**src/rtl/cpu_pkg.sv**
```systemverilog
// Shared CPU constants: opcodes, FSM state encodings, ALU codes.
// Used by the control unit, the ALU and the datapath.
package cpu_pkg;

  typedef enum logic [3:0] {
    S_IF     = 4'b0000,
    S_ID     = 4'b0001,
    S_EXE_AL = 4'b0010,
    S_WB_AL  = 4'b0011,
    S_EXE_LS = 4'b0100,
    S_MEM    = 4'b0101,
    S_WB_LD  = 4'b0110,
    S_EXE_BR = 4'b0111,
    S_HALT   = 4'b1000
  } state_e;

  localparam logic [5:0] OP_ADD  = 6'b000000;
  localparam logic [5:0] OP_ADDI = 6'b000001;
  localparam logic [5:0] OP_SUB  = 6'b000010;
  localparam logic [5:0] OP_ORI  = 6'b010000;
  localparam logic [5:0] OP_AND  = 6'b010001;
  localparam logic [5:0] OP_OR   = 6'b010010;
  localparam logic [5:0] OP_MOVE = 6'b100000;
  localparam logic [5:0] OP_SW   = 6'b100110;
  localparam logic [5:0] OP_LW   = 6'b100111;
  localparam logic [5:0] OP_BEQ  = 6'b110000;
  localparam logic [5:0] OP_HALT = 6'b111111;

  localparam logic [2:0] ALU_ADD = 3'b000;
  localparam logic [2:0] ALU_SUB = 3'b001;
  localparam logic [2:0] ALU_OR  = 3'b011;
  localparam logic [2:0] ALU_AND = 3'b100;

  typedef enum logic [2:0] {
    CL_AL,
    CL_LS,
    CL_BR,
    CL_HALT,
    CL_ILL
  } op_class_e;

  function automatic op_class_e op_class(
    input logic [5:0] op
  );
    case (op)
      OP_ADD, OP_ADDI, OP_SUB, OP_ORI,
      OP_AND, OP_OR, OP_MOVE: return CL_AL;
      OP_SW, OP_LW:           return CL_LS;
      OP_BEQ:                 return CL_BR;
      OP_HALT:                return CL_HALT;
      default:                return CL_ILL;
    endcase
  endfunction

endpackage

```
**src/rtl/ctrl_decode.sv**
```systemverilog
// Combinational control decode from FSM state, opcode and zero flag.
// Ports: state/op/zero in; all datapath enables, selects, ALUOp, illegal out.
module ctrl_decode
  import cpu_pkg::*;
(
  input  state_e     state,
  input  logic [5:0] op,
  input  logic       zero,
  output logic       PCWre,
  output logic       IRWre,
  output logic       InsMemRW,
  output logic       ALUSrcB,
  output logic       ALUM2Reg,
  output logic       RegWre,
  output logic       DataMemRW,
  output logic       ExtSel,
  output logic       RegOut,
  output logic       PCSrc,
  output logic [2:0] ALUOp,
  output logic       illegal
);

  op_class_e  cls;
  logic       al_imm;
  logic [2:0] al_op;

  assign cls    = op_class(op);
  assign al_imm = (op == OP_ADDI) || (op == OP_ORI);

  always_comb begin
    al_op = ALU_ADD;
    case (op)
      OP_SUB:        al_op = ALU_SUB;
      OP_OR, OP_ORI: al_op = ALU_OR;
      OP_AND:        al_op = ALU_AND;
      default:       al_op = ALU_ADD;
    endcase
  end

  always_comb begin
    PCWre     = 1'b0;
    IRWre     = 1'b0;
    InsMemRW  = 1'b0;
    ALUSrcB   = 1'b0;
    ALUM2Reg  = 1'b0;
    RegWre    = 1'b0;
    DataMemRW = 1'b0;
    ExtSel    = 1'b0;
    RegOut    = 1'b0;
    PCSrc     = 1'b0;
    ALUOp     = ALU_ADD;
    illegal   = 1'b0;
    case (state)
      S_IF: begin
        InsMemRW = 1'b1;
        IRWre    = 1'b1;
      end
      // Selects settle in ID so they are stable through EXE.
      S_ID: begin
        unique case (cls)
          CL_AL: begin
            ALUSrcB = al_imm;
            RegOut  = ~al_imm;
            ExtSel  = (op == OP_ADDI);
            ALUOp   = al_op;
          end
          CL_LS: begin
            ALUSrcB = 1'b1;
            ExtSel  = 1'b1;
          end
          CL_BR: begin
            ALUOp  = ALU_SUB;
            ExtSel = 1'b1;
          end
          CL_HALT: ;
          CL_ILL: illegal = 1'b1;
        endcase
      end
      S_EXE_AL, S_WB_AL: begin
        ALUSrcB = al_imm;
        RegOut  = ~al_imm;
        ExtSel  = (op == OP_ADDI);
        ALUOp   = al_op;
        RegWre  = (state == S_WB_AL);
        PCWre   = (state == S_WB_AL);
      end
      S_EXE_LS, S_MEM, S_WB_LD: begin
        ALUSrcB   = 1'b1;
        ExtSel    = 1'b1;
        ALUM2Reg  = (state == S_WB_LD);
        RegWre    = (state == S_WB_LD);
        DataMemRW = (state == S_MEM) && (op == OP_SW);
        PCWre     = (state == S_WB_LD) ||
                    ((state == S_MEM) && (op == OP_SW));
      end
      S_EXE_BR: begin
        ALUOp  = ALU_SUB;
        ExtSel = 1'b1;
        PCSrc  = zero;
        PCWre  = 1'b1;
      end
      default: ;
    endcase
  end

endmodule

```
**src/rtl/multi_cycle_ctrl.sv**
```systemverilog
// Multi-cycle CPU control FSM: state register, next-state, output gating.
// Ports: CLK, Reset, op, zero in; control enables, ALUOp, state, illegal out.
module multi_cycle_ctrl
  import cpu_pkg::*;
(
  input  logic       CLK,
  input  logic       Reset,
  input  logic [5:0] op,
  input  logic       zero,
  output logic       PCWre,
  output logic       IRWre,
  output logic       InsMemRW,
  output logic       ALUSrcB,
  output logic       ALUM2Reg,
  output logic       RegWre,
  output logic       DataMemRW,
  output logic       ExtSel,
  output logic       RegOut,
  output logic       PCSrc,
  output logic [2:0] ALUOp,
  output logic [3:0] state,
  output logic       illegal
);

  state_e     st;
  logic       d_pcw, d_irw, d_imr, d_asb, d_am;
  logic       d_rw, d_dm, d_ext, d_ro, d_psrc, d_ill;
  logic [2:0] d_aluop;

  always_ff @(posedge CLK) begin
    if (Reset) begin
      st <= S_IF;
    end else begin
      case (st)
        S_IF: st <= S_ID;
        S_ID: begin
          unique case (op_class(op))
            CL_AL:   st <= S_EXE_AL;
            CL_LS:   st <= S_EXE_LS;
            CL_BR:   st <= S_EXE_BR;
            CL_HALT: st <= S_HALT;
            CL_ILL:  st <= S_IF;
          endcase
        end
        S_EXE_AL: st <= S_WB_AL;
        S_WB_AL:  st <= S_IF;
        S_EXE_LS: st <= S_MEM;
        S_MEM:    st <= (op == OP_LW) ? S_WB_LD : S_IF;
        S_WB_LD:  st <= S_IF;
        S_EXE_BR: st <= S_IF;
        S_HALT:   st <= S_HALT;
        default:  st <= S_IF;
      endcase
    end
  end

  ctrl_decode u_dec (
    .state     (st),
    .op        (op),
    .zero      (zero),
    .PCWre     (d_pcw),
    .IRWre     (d_irw),
    .InsMemRW  (d_imr),
    .ALUSrcB   (d_asb),
    .ALUM2Reg  (d_am),
    .RegWre    (d_rw),
    .DataMemRW (d_dm),
    .ExtSel    (d_ext),
    .RegOut    (d_ro),
    .PCSrc     (d_psrc),
    .ALUOp     (d_aluop),
    .illegal   (d_ill)
  );

  // Reset masks every output so nothing is written mid-reset.
  assign PCWre     = d_pcw  & ~Reset;
  assign IRWre     = d_irw  & ~Reset;
  assign InsMemRW  = d_imr  & ~Reset;
  assign ALUSrcB   = d_asb  & ~Reset;
  assign ALUM2Reg  = d_am   & ~Reset;
  assign RegWre    = d_rw   & ~Reset;
  assign DataMemRW = d_dm   & ~Reset;
  assign ExtSel    = d_ext  & ~Reset;
  assign RegOut    = d_ro   & ~Reset;
  assign PCSrc     = d_psrc & ~Reset;
  assign illegal   = d_ill  & ~Reset;
  assign ALUOp     = Reset ? ALU_ADD : d_aluop;
  assign state     = st;

endmodule
```
**config.mk**
```make
export PLATFORM = sky130hd
export DESIGN_NAME = multi_cycle_ctrl
export DESIGN_NICKNAME = d
export VERILOG_FILES = /design/src/rtl/cpu_pkg.sv /design/src/rtl/ctrl_decode.sv /design/src/rtl/multi_cycle_ctrl.sv
export SDC_FILE = /design/constraint.sdc
export NUM_CORES = 1
export LEC_CHECK = 0
export BUFFER_PORTS_ARGS = -buffer_cell sky130_fd_sc_hd__buf_2
export CORE_MARGIN = 10
export CORE_UTILIZATION = 45
export DETAILED_ROUTE_END_ITERATION = 7
export PLACE_DENSITY = 0.74
export SLEW_MARGIN = 20
export SYNTH_ARGS = -nofsm -noshare
export SYNTH_HDL_FRONTEND = slang
export SYNTH_SLANG_ARGS = --single-unit
```
**constraint.sdc**
```tcl
create_clock -name CLK -period 2.2 [get_ports CLK]
set_input_delay 0.11 -clock CLK [delete_from_list [all_inputs] [get_ports CLK]]
set_output_delay 0.11 -clock CLK [all_outputs]
set_load 0.005 [all_outputs]
```
==> results of run 1 <==
## layer usage
layer | global-route usage | vias to the layer above
met3 | 0.02923 | 0
met2 | 0.1618 | 30
met4 | 0.03846 | 0
met1 | 0.1366 | 364
met5 | 0 | -
li1 | - | 412
## through the flow
| step | hold slack (ps) | worst slack [ps] |
|---|---|---|
| 2_1_floorplan | 329.0 | 666.2 |
| 3_3_place_gp | 406.2 | 456.1 |
| 3_5_place_dp | 407.6 | 465.7 |
| 4_1_cts | 153.2 | 206.4 |
| 5_1_grt | 167.2 | 40.19 |
| 6_report | 161.9 | 198.1 |
## layout by cell type (no fill, tap or decap), drive strengths merged, types with 4 or more instances in the layout
master	count
or3	5
nand2	5
nand4	4
nand2b	4
a31oi	4
nor3	6
buf	27
nor2	9
a21oi	4
dfxtp	4
## report_power, final
| group | switching [W] | total (W) | internal, W |
|---|---|---|---|
| logic | 0.0000508 | 0.0000869 | 0.0000362 |
| clock network | 0.0000311 | 0.0000922 | 0.0000611 |
| registers | 0.00000469 | 0.0000797 | 0.0000750 |
| total | 0.0000865 | 0.000259 | 0.000172 |
## cell type report
cell class,count,area [µm²]
well taps,16,20.02
clock buffers,3,22.52
fillers,146,696.9
repair buffers,27,137.6
multi-input cells,81,555.5
inverters,3,11.26
flip-flops and latches,4,80.08
## worst max-delay path: stages, from the launching register on
cell	delay, ps
dfxtp_1	580
or2_2	230
o21ai_0	130
or4_1	460
o22ai_2	120
buf_2	130
## worst paths after layout
path / startpoint / to / slack (ps)
hold / removal: Reset / state[0] / 160
setup / recovery: state[1] / ExtSel / 200
setup reg to reg: state[1] / state[2] / 700
hold reg to reg: state[3] / state[3] / 660
## cell families (layout without fill, tap and decap cells)
kind of cell | Yosys count | in the layout | share of synthesized area
fa+ha+maj | 2 | 2 | 0.02735
simple gates | 52 | 52 | 0.4376
buf+inv | 15 | 33 | 0.1316
flops | 4 | 4 | 0.1094
xor+xnor | 1 | 1 | 0.01197
compound gates | 26 | 26 | 0.2820
==> run summary, run 1 <==
Post-Route WL: 1991 µm
FF+latch count, synth: 4
Vert. Die Dim: 60.33 µm
DR iter-0 viols: 30
main flop type after synthesis: dfxtp_1
# IOs: 27
fin util: 0.5427
Die Wd: 60.33 µm
post-CTS resize count: 0
top cells by area, synth: dfxtp_1, buf_6, nor2_1, or3_1, nor3_1
top layer used by detailed routing: met3
area leader, netlist: dfxtp_1
GRT overflow: 0
post-CTS setup buffers: 0
Worst Path Required: 2090 ps
final clock skew: 2.986 ps
worst slew pin tran: 446.6 ps
Worst IR Drop VDD: 0.1482 mV
post-DR wirelength/cell: 14.86 µm
Max-slew headroom: 0.7019
gpl congestion: 0.8051
Setup crit start kind: register
post-synthesis cell area: 732.0 µm²
crit path capture type: output port
Site Rows: 14
Hold Crit Class: input pin to register
Critical Path Fanout Max: 13
max cap viols: 0
Yosys cell types: 44
status: complete, no violations
cts hold-fix bufs: 0
leakage power: 0.3409 nW
Pwr per Cell Area: 313.0 nW/µm²
Synth async-reset ratio: 0
placed cells: 131
DRC Markers: 0
die footprint: 3640 µm²
synthesized instance count: 100
Global Route Usage Sum: 0.1054
yosys warns: 0
share of cells above drive strength 1: 0.3390
initial antenna violation count: 0
met1 WL: 877 µm
Tot Pwr: 0.0002588 W
CTS tree: done
Synth top area share: 0.1094
top-count cell post-synth: nor2_1
Clock Tree Root: clkbuf_4
H-Tree Depth: 1
depth of the worst hold-timing path: 2
syn nets: 109
Finished Cell Area: 827.0 µm²
WP data arrival: 1890 ps
first-pass GRT wire length: 3180 µm
largest net degree at the start of global routing: 16
Met2 Wirelength: 964 µm
fin crit period: 2002 ps
Post-DP Area: 804.5 µm²
Mean Syn Cell Area: 7.320 µm²
routed vias/inst: 6.015
number of global-route vias before repair: 736
DR vias: 806
Clock Path Buffers: 2
Initial Util: 0.4803
Slew Limit Fails: 0
number of synthesized flops with an enable pin: 0
Final setup viols: 0
Setup Crit Path Kind: register to output port
Ant. Diodes: 0
Placeable Area: 1524 µm²
number of flip-flops under the largest register name: 4
most common library cells after synthesis: nor2_1, nor3_1, buf_2, nand2_1, or3_1
highest clock rate: 499.5 MHz
clock sinks: 4
register area share after synthesis: 0.1094
Buffers on Ports: 26
Final HPWL DP: 1590 µm
CTS buffer count: 3
Clock Pin Slew Worst Setup and Hold Paths: 40 ps
P&R area growth vs syn: 12.99%
nets: 129
RSZ-0062 raised after global routing: false
Met3 Routed Length: 149 µm
Final Hold Fails: 0
setup_tns: 0 ps
DRT antenna net count: 0
Layout Cells excl Fill: 134
worst skew pair latency: 240 ps
period utilisation layout: 0.9100
Pre-antenna DRT Iters: 4
FF-to-FF path depth: 4
Note: power is estimated with default switching activity, not from simulation.
==> inputs of run 2 (changes only) <==
Settings changed: CORE_UTILIZATION 45 to 47, PLACE_DENSITY 0.74 to 0.77.
==> run summary, run 2 (synthesized netlist as in run 1, its figures left out) <==
Worst IR Drop VDD: 0.1229 mV (was 0.1482 mV)
Ant. Diodes: 0 (unchanged)
nets: 129 (unchanged)
final clock skew: 1.461 ps (was 2.986 ps)
routed vias/inst: 6.067 (was 6.015)
leakage power: 0.3409 nW (unchanged)
Pwr per Cell Area: 309.9 nW/µm² (was 313.0 nW/µm²)
Clock Path Buffers: 2 (unchanged)
FF-to-FF path depth: 4 (unchanged)
CTS tree: done (unchanged)
Site Rows: 14 (unchanged)
cts hold-fix bufs: 0 (unchanged)
Hold Crit Class: input pin to register (unchanged)
DRT antenna net count: 0 (unchanged)
gpl congestion: 0.8676 (was 0.8051)
Vert. Die Dim: 59.47 µm (was 60.33 µm)
Pre-antenna DRT Iters: 4 (unchanged)
setup slack, reg-to-reg: 690 ps (was 700 ps)
WP data arrival: 1910 ps (was 1890 ps)
Post-DP Area: 804.5 µm² (unchanged)
Final Hold Fails: 0 (unchanged)
DR iter-0 viols: 22 (was 30)
first-pass GRT wire length: 3249 µm (was 3180 µm)
post-CTS setup buffers: 0 (unchanged)
Placeable Area: 1489 µm² (was 1524 µm²)
period utilisation layout: 0.9179 (was 0.9100)
Critical Path Fanout Max: 13 (unchanged)
share of cells above drive strength 1: 0.3390 (unchanged)
commonest non-fill, non-tap cell in the layout: buf_2 (unchanged)
Post-Route WL: 2035 µm (was 1991 µm)
number of global-route vias before repair: 747 (was 736)
Final HPWL DP: 1622 µm (was 1590 µm)
Clock Tree Root: clkbuf_4 (unchanged)
status: complete, no violations (unchanged)
post-CTS resize count: 0 (unchanged)
# IOs: 27 (unchanged)
post-DR wirelength/cell: 15.19 µm (was 14.86 µm)
Initial Util: 0.4916 (was 0.4803)
clock sinks: 4 (unchanged)
DR vias: 813 (was 806)
number of flip-flops under the largest register name: 4 (unchanged)
Setup Crit Path Kind: register to output port (unchanged)
highest clock rate: 495.2 MHz (was 499.5 MHz)
largest net degree at the start of global routing: 16 (unchanged)
Slew Limit Fails: 0 (unchanged)
depth of the worst hold-timing path: 2 (unchanged)
RR Startpoint: state[1] (unchanged)
hold endpoint: state[0] (unchanged)
P&R area growth vs syn: 12.99% (unchanged)
CTS buffer count: 3 (unchanged)
worst skew pair latency: 230 ps (was 240 ps)
die footprint: 3536 µm² (was 3640 µm²)
fin crit period: 2019 ps (was 2002 ps)
reg2reg end: state[1] (was state[2])
Register Area: 80.08 µm² (unchanged)
Buffers on Ports: 26 (unchanged)
Multi-input gate area: 555.5 µm² (unchanged)
Fillers: 154 (was 146)
H-Tree Depth: 1 (unchanged)
Clock Pin Slew Worst Setup and Hold Paths: 40 ps (about the same)
RSZ-0062 raised after global routing: false (unchanged)
DRC Markers: 0 (unchanged)
Worst Path Required: 2090 ps (about the same)
initial antenna violation count: 0 (unchanged)
Hold Crit Start: Reset (unchanged)
GRT overflow: 0 (unchanged)
Die Wd: 59.47 µm (was 60.33 µm)
Setup crit start kind: register (unchanged)
setup_tns: 0 ps (unchanged)
crit path capture type: output port (unchanged)
worst slew pin tran: 462.7 ps (was 446.6 ps)
most frequent cells in the layout: buf_2, nor2_1, nor3_1 (unchanged)
Max-slew headroom: 0.6911 (was 0.7019)
Final setup viols: 0 (unchanged)
Finished Cell Area: 827.0 µm² (unchanged)
max cap viols: 0 (unchanged)
Global Route Usage Sum: 0.1101 (was 0.1054)
==> run 2: cell counts in the layout (fill, tap and decap cells not counted) <==
No cell type changed its count.
==> run 2: stage by stage <==
stage	power (W)	setup WS, ps	instances	hold slack, ps	utilization
after CTS	0.0002594	180.2	134	162.9	0.5555
after detailed placement	0.0001685	433.8	131	405.6	0.5403
after floorplan	0.0001497	666.2	100	329.0	-
final	0.0002563	180.7	134	172.9	0.5555
after global routing	0.0002772	49.84	134	166.1	0.5555
after global placement	0.0001664	461.6	131	405.7	0.5403
==> run 2: critical path: stages (launching register included) <==
cell     delay (ps)
dfxtp_1         600
or2_2           240
o21ai_0         140
or4_1           450
o22ai_2         120
buf_2           130
==> run 2: layout make-up <==
class | instances | area share
Timing Repair Buffer | 27 | 0.1664
Clock buffer | 3 | 0.02723
Sequential cell | 4 | 0.09682
Inverter | 3 | 0.01362
Tap cell | 16 | 0.02421
Multi-Input combinational cell | 81 | 0.6717
==> run 2: worst max path at each step <==
stage               depth (start not counted)  slack [ps]     start     end
finish                                      5         180  state[1]  ExtSel
floorplan                                   5         670  state[1]   PCWre
global placement                            5         460  state[1]   PCWre
CTS                                         5         180  state[1]   PCWre
global route                                5          50  state[1]   PCWre
detailed placement                          5         430  state[1]   PCWre
==> run 2: power by group <==
group / switching [W] / internal [W] / leakage, nW
registers: 0.00000447 / 0.0000750 / 0.0326
clock network: 0.0000275 / 0.0000609 / 0.0138
logic: 0.0000523 / 0.0000362 / 0.295
total: 0.0000842 / 0.000172 / 0.341
==> run 2: per-layer routing <==
layer | routed length (µm) | GRT usage
met1 | 955 | 0.1398
met5 | 0 | 0
met3 | 160 | 0.03004
met2 | 918 | 0.1709
met4 | 0 | 0.03934
==> inputs of run 3 (changes only) <==
Settings changed: PLACE_DENSITY 0.77 to 0.82.
==> run summary, run 3 (synthesized netlist as in run 1, its figures left out) <==
GRT overflow: 0 (unchanged)
Max-slew headroom: 0.6966 (was 0.6911)
DRC Markers: 0 (unchanged)
most frequent cells in the layout: buf_2, nor2_1, nor3_1 (unchanged)
final hold slack: 168.4 ps (was 172.9 ps)
clock sinks: 4 (unchanged)
placed cells: 131 (unchanged)
post-DR wirelength/cell: 15.67 µm (was 15.19 µm)
setup_tns: 0 ps (unchanged)
Placeable Area: 1489 µm² (unchanged)
final worst slack: 178.0 ps (was 180.7 ps)
cts hold-fix bufs: 0 (unchanged)
CTS tree: done (unchanged)
worst slew pin tran: 454.5 ps (was 462.7 ps)
Register Area: 80.08 µm² (unchanged)
Post-Route WL: 2100 µm (was 2035 µm)
P&R area growth vs syn: 12.99% (unchanged)
number of flip-flops under the largest register name: 4 (unchanged)
Vert. Die Dim: 59.47 µm (unchanged)
share of cells above drive strength 1: 0.3390 (unchanged)
DRT antenna net count: 0 (unchanged)
initial antenna violation count: 0 (unchanged)
first-pass GRT wire length: 3456 µm (was 3249 µm)
Final HPWL DP: 1635 µm (was 1622 µm)
fin crit period: 2022 ps (was 2019 ps)
# IOs: 27 (unchanged)
Worst IR Drop VDD: 0.2205 mV (was 0.1229 mV)
DR vias: 841 (was 813)
CTS buffer count: 3 (unchanged)
Ant. Diodes: 0 (unchanged)
post-CTS resize count: 0 (unchanged)
Layout Cells excl Fill: 134 (unchanged)
Setup Crit Path Kind: register to output port (unchanged)
RSZ-0062 raised after global routing: false (unchanged)
Clock Tree Root: clkbuf_4 (unchanged)
WP data arrival: 1910 ps (about the same)
post-CTS setup buffers: 0 (unchanged)
Critical Path Fanout Max: 13 (unchanged)
largest net degree at the start of global routing: 16 (unchanged)
Buffers on Ports: 26 (unchanged)
max cap viols: 0 (unchanged)
final clock skew: 0.5128 ps (was 1.461 ps)
nets: 129 (unchanged)
Site Rows: 14 (unchanged)
Hold Crit Class: input pin to register (unchanged)
Setup crit start kind: register (unchanged)
number of global-route vias before repair: 778 (was 747)
routed vias/inst: 6.276 (was 6.067)
Die Wd: 59.47 µm (unchanged)
Clock Pin Slew Worst Setup and Hold Paths: 40 ps (about the same)
Final setup viols: 0 (unchanged)
crit path capture type: output port (unchanged)
fin util: 0.5555 (unchanged)
leakage power: 0.3409 nW (unchanged)
gpl congestion: 0.8459 (was 0.8676)
H-Tree Depth: 1 (unchanged)
Final Hold Fails: 0 (unchanged)
Fillers: 141 (was 154)
status: complete, no violations (unchanged)
commonest non-fill, non-tap cell in the layout: buf_2 (unchanged)
Multi-input gate area: 555.5 µm² (unchanged)
Initial Util: 0.4916 (unchanged)
Place WS: 465.3 ps (was 433.8 ps)
highest clock rate: 494.6 MHz (was 495.2 MHz)
period utilisation layout: 0.9191 (was 0.9179)
DR iter-0 viols: 26 (was 22)
Pre-antenna DRT Iters: 4 (unchanged)
Clock Path Buffers: 2 (unchanged)
Worst Path Required: 2090 ps (about the same)
Pwr per Cell Area: 320.0 nW/µm² (was 309.9 nW/µm²)
die footprint: 3536 µm² (unchanged)
worst skew pair latency: 240 ps (was 230 ps)
Global Route Usage Sum: 0.1175 (was 0.1101)
Slew Limit Fails: 0 (unchanged)
## run 3: cell counts in the layout (fill, tap and decap cells not counted)
No cell type changed its count.
## run 3: layout make-up
class / instances / share of cell area
repair buffers: 27 / 0.1664
clock buffers: 3 / 0.02723
flip-flops and latches: 4 / 0.09682
inverters: 3 / 0.01362
multi-input cells: 81 / 0.6717
well taps: 16 / 0.02421
## run 3: report_power, final
group	switching, W	total (W)	internal (W)
clock network	0.0000356	0.0000970	0.0000614
logic	0.0000507	0.0000868	0.0000361
registers	0.00000583	0.0000808	0.0000750
## run 3: per-layer routing
metal,global-route usage,up-vias,share of wire
li1,-,412,-
met4,0.02295,0,0.011
met3,0.04292,4,0.084
met2,0.1857,37,0.45
met5,0,-,0
met1,0.1477,388,0.46
## run 3: critical path, cell delays in order (launching register included)
cell	delay [ps]
dfxtp_1	430
nor4b_4	410
nand4_1	150
or3b_1	400
nor2_1	130
buf_2	150
## run 3: per-stage QoR
step	area (µm²)	power (W)
global placement	804.5	0.0001658
global route	827.0	0.0002829
detailed placement	804.5	0.0001681
floorplan	732.0	0.0001497
finish	827.0	0.0002646
CTS	827.0	0.0002656
## run 3: worst paths after layout
path,startpoint,endpoint,slack [ps],cells past startpoint
min,Reset,state[0],170,2
max reg2reg,state[1],state[2],670,4
min reg2reg,state[3],state[3],670,2
max,state[1],DataMemRW,180,5
